<file path="src/rtl/sonata_pin_debounce.sv">
// rtl/sonata_pin_debounce.sv - per-pin synchroniser, glitch filter, edge pulses and sticky edge flags
// Conditions raw board inputs before the pinmux; all outputs are registered.
module sonata_pin_debounce #(
    parameter int                  NUM_PINS    = 8,
    parameter int                  SYNC_STAGES = 2,
    parameter int                  CNT_W       = 16,
    parameter logic [NUM_PINS-1:0] RESET_VAL   = '1
) (
    input  logic                clk_i,
    input  logic                rst_i,
    input  logic [NUM_PINS-1:0] pins_i,
    input  logic [CNT_W-1:0]    debounce_cycles_i,
    output logic [NUM_PINS-1:0] pins_o,
    output logic [NUM_PINS-1:0] rise_o,
    output logic [NUM_PINS-1:0] fall_o,
    output logic [NUM_PINS-1:0] event_o,
    input  logic [NUM_PINS-1:0] event_clr_i
);

    logic [NUM_PINS-1:0] sync_q [SYNC_STAGES];
    logic [NUM_PINS-1:0] sync;

    logic [NUM_PINS-1:0] stable_q, stable_d;
    logic [CNT_W-1:0]    cnt_q [NUM_PINS];
    logic [CNT_W-1:0]    cnt_d [NUM_PINS];
    logic [NUM_PINS-1:0] rise_q, rise_d;
    logic [NUM_PINS-1:0] fall_q, fall_d;
    logic [NUM_PINS-1:0] event_q, event_d;

    assign sync = sync_q[SYNC_STAGES-1];

    always_ff @(posedge clk_i) begin
        if (rst_i) begin
            for (int s = 0; s < SYNC_STAGES; s++) begin
                sync_q[s] <= RESET_VAL;
            end
        end else begin
            sync_q[0] <= pins_i;
            for (int s = 1; s < SYNC_STAGES; s++) begin
                sync_q[s] <= sync_q[s-1];
            end
        end
    end

    // Using >= lets a lowered threshold take effect on the very next mismatching cycle.
    always_comb begin
        stable_d = stable_q;
        rise_d   = '0;
        fall_d   = '0;
        for (int i = 0; i < NUM_PINS; i++) begin
            cnt_d[i] = '0;
            if (sync[i] != stable_q[i]) begin
                if (cnt_q[i] >= debounce_cycles_i) begin
                    stable_d[i] = sync[i];
                    rise_d[i]   = sync[i];
                    fall_d[i]   = ~sync[i];
                end else begin
                    cnt_d[i] = cnt_q[i] + CNT_W'(1);
                end
            end
        end
        event_d = (event_q & ~event_clr_i) | rise_q | fall_q;
    end

    always_ff @(posedge clk_i) begin
        if (rst_i) begin
            stable_q <= RESET_VAL;
            rise_q   <= '0;
            fall_q   <= '0;
            event_q  <= '0;
            for (int i = 0; i < NUM_PINS; i++) begin
                cnt_q[i] <= '0;
            end
        end else begin
            stable_q <= stable_d;
            rise_q   <= rise_d;
            fall_q   <= fall_d;
            event_q  <= event_d;
            for (int i = 0; i < NUM_PINS; i++) begin
                cnt_q[i] <= cnt_d[i];
            end
        end
    end

    assign pins_o  = stable_q;
    assign rise_o  = rise_q;
    assign fall_o  = fall_q;
    assign event_o = event_q;

endmodule

</file>
<file path="config.mk">
export PLATFORM = sky130hd
export DESIGN_NAME = sonata_pin_debounce
export DESIGN_NICKNAME = d
export VERILOG_FILES = /design/src/rtl/sonata_pin_debounce.sv
export SDC_FILE = /design/constraint.sdc
export NUM_CORES = 1
export LEC_CHECK = 0
export CORE_MARGIN = 3
export CORE_UTILIZATION = 54
export CTS_BUF_LIST = sky130_fd_sc_hd__clkbuf_8 sky130_fd_sc_hd__clkbuf_16
export CTS_CLUSTER_SIZE = 20
export DETAILED_ROUTE_END_ITERATION = 12
export PLACE_DENSITY = 0.77
export SLEW_MARGIN = 25
export SYNTH_ARGS = -nofsm -noshare
export SYNTH_HDL_FRONTEND = slang
export SYNTH_SLANG_ARGS = --single-unit
</file>
<file path="constraint.sdc">
create_clock -name clk_i -period 2.1 [get_ports clk_i]
set_input_delay 0.42 -clock clk_i [delete_from_list [all_inputs] [get_ports clk_i]]
set_output_delay 0.42 -clock clk_i [all_outputs]
set_load 0.03 [all_outputs]
</file>
==> impl_results.md <==
* Status: finished, violations left
* Failing checks: negative setup slack
* Max Cap Violations at 0
* Slew headroom at 56.7%
* DRC Markers at 0
* Warnings from Yosys at 0
* CP Launch Type: input pin
* Top Ports at 66
* Setup crit end kind: flop
* Clk_lat worst skew at 440 ps
* Worst-path fanout max at 8
* Syn Inst Count at 1063
* RSZ-0062 raised after global routing: true
* CORE AREA at 16900 sq um
* Hold buffer count at cts at 0
* Clk pwr share at 43.6%
* NetSw at 0.00161 W
* Slew @ Worst Pin at 642 ps
* Final hold violations at 0
* WS Path Type: in2reg
* Clk root buf: clkbuf_16
* Final net count at 1411
* Area Growth Syn to Fin at 29.5%
* Leak Pwr at 4.96 nW
* Reg power frac at 48.4%
* Die area at 19100 sq um
* Switching Share at 23.1%
* # rows at 47
* Initial DRC Count at 397
* Post-synthesis net count at 1233
* Ratio of cells with drive above 1 in the final layout at 18.4%
* Drt pass-1 iters at 5
* ANT nets after route at 0
* Total number of vias at 8219
* Number of clock sinks at 176
* Die width at 138 um
* Setup ws final at -38.8 ps
* P per Cell Area at 567 nW/um^2
* DR vias/cell at 5.58
* Async set-reset flop share out of synthesis at 0%
* Largest net degree at the start of global routing at 19
* Total GRT Usage at 24.2%
* Worst-path clk slew at 70 ps
* Slew Viols, Final at 0
* HP Class: reg2reg
* Setup TNS Final at -235 ps
* Final wirelength at 23.8 mm
* Period minus WS final at 2140 ps
* CTS Buffer Depth at 2
* CTS tree: yes
* EDFF count, synth at 0
* Routability Congestion at 0.853
* Register bit total from synthesis at 176
* Period utilization at 102%
* H-tree depth at 4
* Initial antenna violation count at 0
* Post-synthesis cell type count at 49
* Overflow after GRT at 0
* Combinational cell fraction of total power at 8.0%
* Total CTS buffers at 17
* Post-synthesis sequential area ratio at 37.3%
* Syn_area_per_cell at 8.89 sq um
* Number of diodes at 0
* Internal Dissipation at 0.00534 W
* Critical Path RT at 2420 ps
* Most used DFF post-synth: dfxtp_1
* Most frequent cells in the layout: 174 x nor2_1, 170 x dfxtp_1, 124 x ha_1, 89 x buf_4, 73 x xor2_1
* Synthesized cell area at 9460 sq um
* Total power at 0.00695 W
* Commonest non-fill, non-tap cell in the layout: nor2_1
* Worst Skew at 7.98 ps
* Post-DP HPWL at 17.1 mm
* Die Ht at 138 um
* Starting Density at 56.0%
* Worst VDD drop at 0.564 mV
* Number of port buffers at 65
* FMAX at 0.468 GHz
* Avg WL per Cell at 16.2 um
* Number of global-route vias before repair at 8059
* CP arrival at 2460 ps
* # setup viols final at 14
* First-pass GRT wire length at 38.1 mm
## worst paths after layout
| kind | slack (ps) | from | cells past startpoint | end |
|---|---|---|---|---|
| max reg2reg | -40 | cnt_q[1][46] | 6 | cnt_q[1][38] |
| min reg2reg | 410 | sync_q[0][3] | 1 | sync_q[0][11] |
| max | -40 | debounce_cycles_i[14] | 9 | cnt_q[1][38] |
| min | 410 | sync_q[0][3] | 1 | sync_q[0][11] |
## critical path, stage by stage
cell	delay, ps
clkdlybuf4s15_1	170
inv_2	50
buf_12	130
ha_4	260
nand4_1	180
or4_4	580
a221oi_4	300
nand3b_4	290
nor2_1	70
## Yosys cell counts (2+ instances only)
master / n / share of area (%)
a211oi_1: 9 / 0.71
o21bai_1: 2 / 0.16
a221oi_2: 2 / 0.32
buf_2: 4 / 0.21
nand4_1: 37 / 2.4
ha_1: 136 / 18
o311ai_0: 2 / 0.19
a31oi_1: 2 / 0.13
o21ai_0: 34 / 1.8
nand3_1: 58 / 3.1
nor2_1: 181 / 7.2
xor2_1: 73 / 6.8
buf_6: 3 / 0.36
and3_1: 22 / 1.5
nand2_1: 54 / 2.1
o2111ai_1: 2 / 0.19
and4_1: 13 / 1.2
mux2i_1: 5 / 0.53
and2_1: 2 / 0.13
a21boi_0: 2 / 0.16
a41oi_1: 2 / 0.19
inv_1: 48 / 1.9
nor3_1: 20 / 1.1
a21oi_1: 48 / 2.5
dfxtp_1: 176 / 37
xnor2_1: 45 / 4.2
a2111o_1: 2 / 0.24
clkbuf_1: 10 / 0.40
and3b_1: 2 / 0.19
nor4_1: 5 / 0.33
nor3b_1: 8 / 0.64
nand2b_1: 16 / 1.1
a211o_1: 2 / 0.19
a22oi_1: 4 / 0.32
or2_2: 18 / 1.2
## layer usage
metal | global-route usage [%] | vias up | part of all wire, %
li1 | - | 4077 | -
met2 | 41.8 | 199 | 49
met3 | 5.39 | 75 | 4.6
met4 | 9.83 | 0 | 3.4
met5 | 0 | - | 0
met1 | 29.1 | 3868 | 43
## cell type report
class                      instances  area, sq um
clock buffer                      17          425
fill                            1159         4630
multi-input combinational        821         6020
timing repair buffer             177         1650
sequential                       176         3540
tap                              220          275
clock inverter                    14          131
inverter                          48          208
## power groups by stage
| stage | sequential [W] | clock [W] | combinational [W] |
|---|---|---|---|
| 2_1_floorplan | 0.00344 | 0 | 0.000212 |
| 3_3_place_gp | 0.00344 | 0 | 0.000458 |
| 3_5_place_dp | 0.00344 | 0 | 0.000476 |
| 4_1_cts | 0.00337 | 0.00306 | 0.000520 |
| 5_1_grt | 0.00337 | 0.00321 | 0.000602 |
| 6_report | 0.00337 | 0.00303 | 0.000553 |
## logic make-up (layout without fill, tap and decap cells)
group / Yosys count / after routing / synth area share (%)
fa+ha+maj: 136 / 136 / 18.0
flops: 176 / 176 / 37.3
compound gates: 120 / 120 / 7.77
xor+xnor: 118 / 118 / 10.9
buf+inv: 67 / 256 / 2.96
mux: 5 / 5 / 0.529
simple gates: 441 / 442 / 22.5
## registers in the layout, summed over array words and instances (netlist names)
register and flops:
cnt_q 128, sync_q 16, event_o 8, fall_o 8, pins_o 8, rise_o 8
## metrics by stage
step / std cells / worst slack (ps) / area [sq um] / hold slack, ps / util (%)
floorplan: 1063 / -40.9 / 9530 / 389 / -
global placement: 1418 / -768 / 11100 / 391 / 65.9
detailed placement: 1418 / -759 / 11100 / 394 / 65.9
CTS: 1463 / 0.389 / 12000 / 412 / 71.4
global route: 1473 / -54.7 / 12200 / 430 / 72.6
finish: 1473 / -38.8 / 12200 / 409 / 72.6
## repair_timing
action	in CTS	in global routing
gates cloned	2	0
setup endpoints to repair	152	136
pin swaps	20	24
buffers inserted	12	10
resized for setup	72	52
Power figures use the tool's default switching activity.
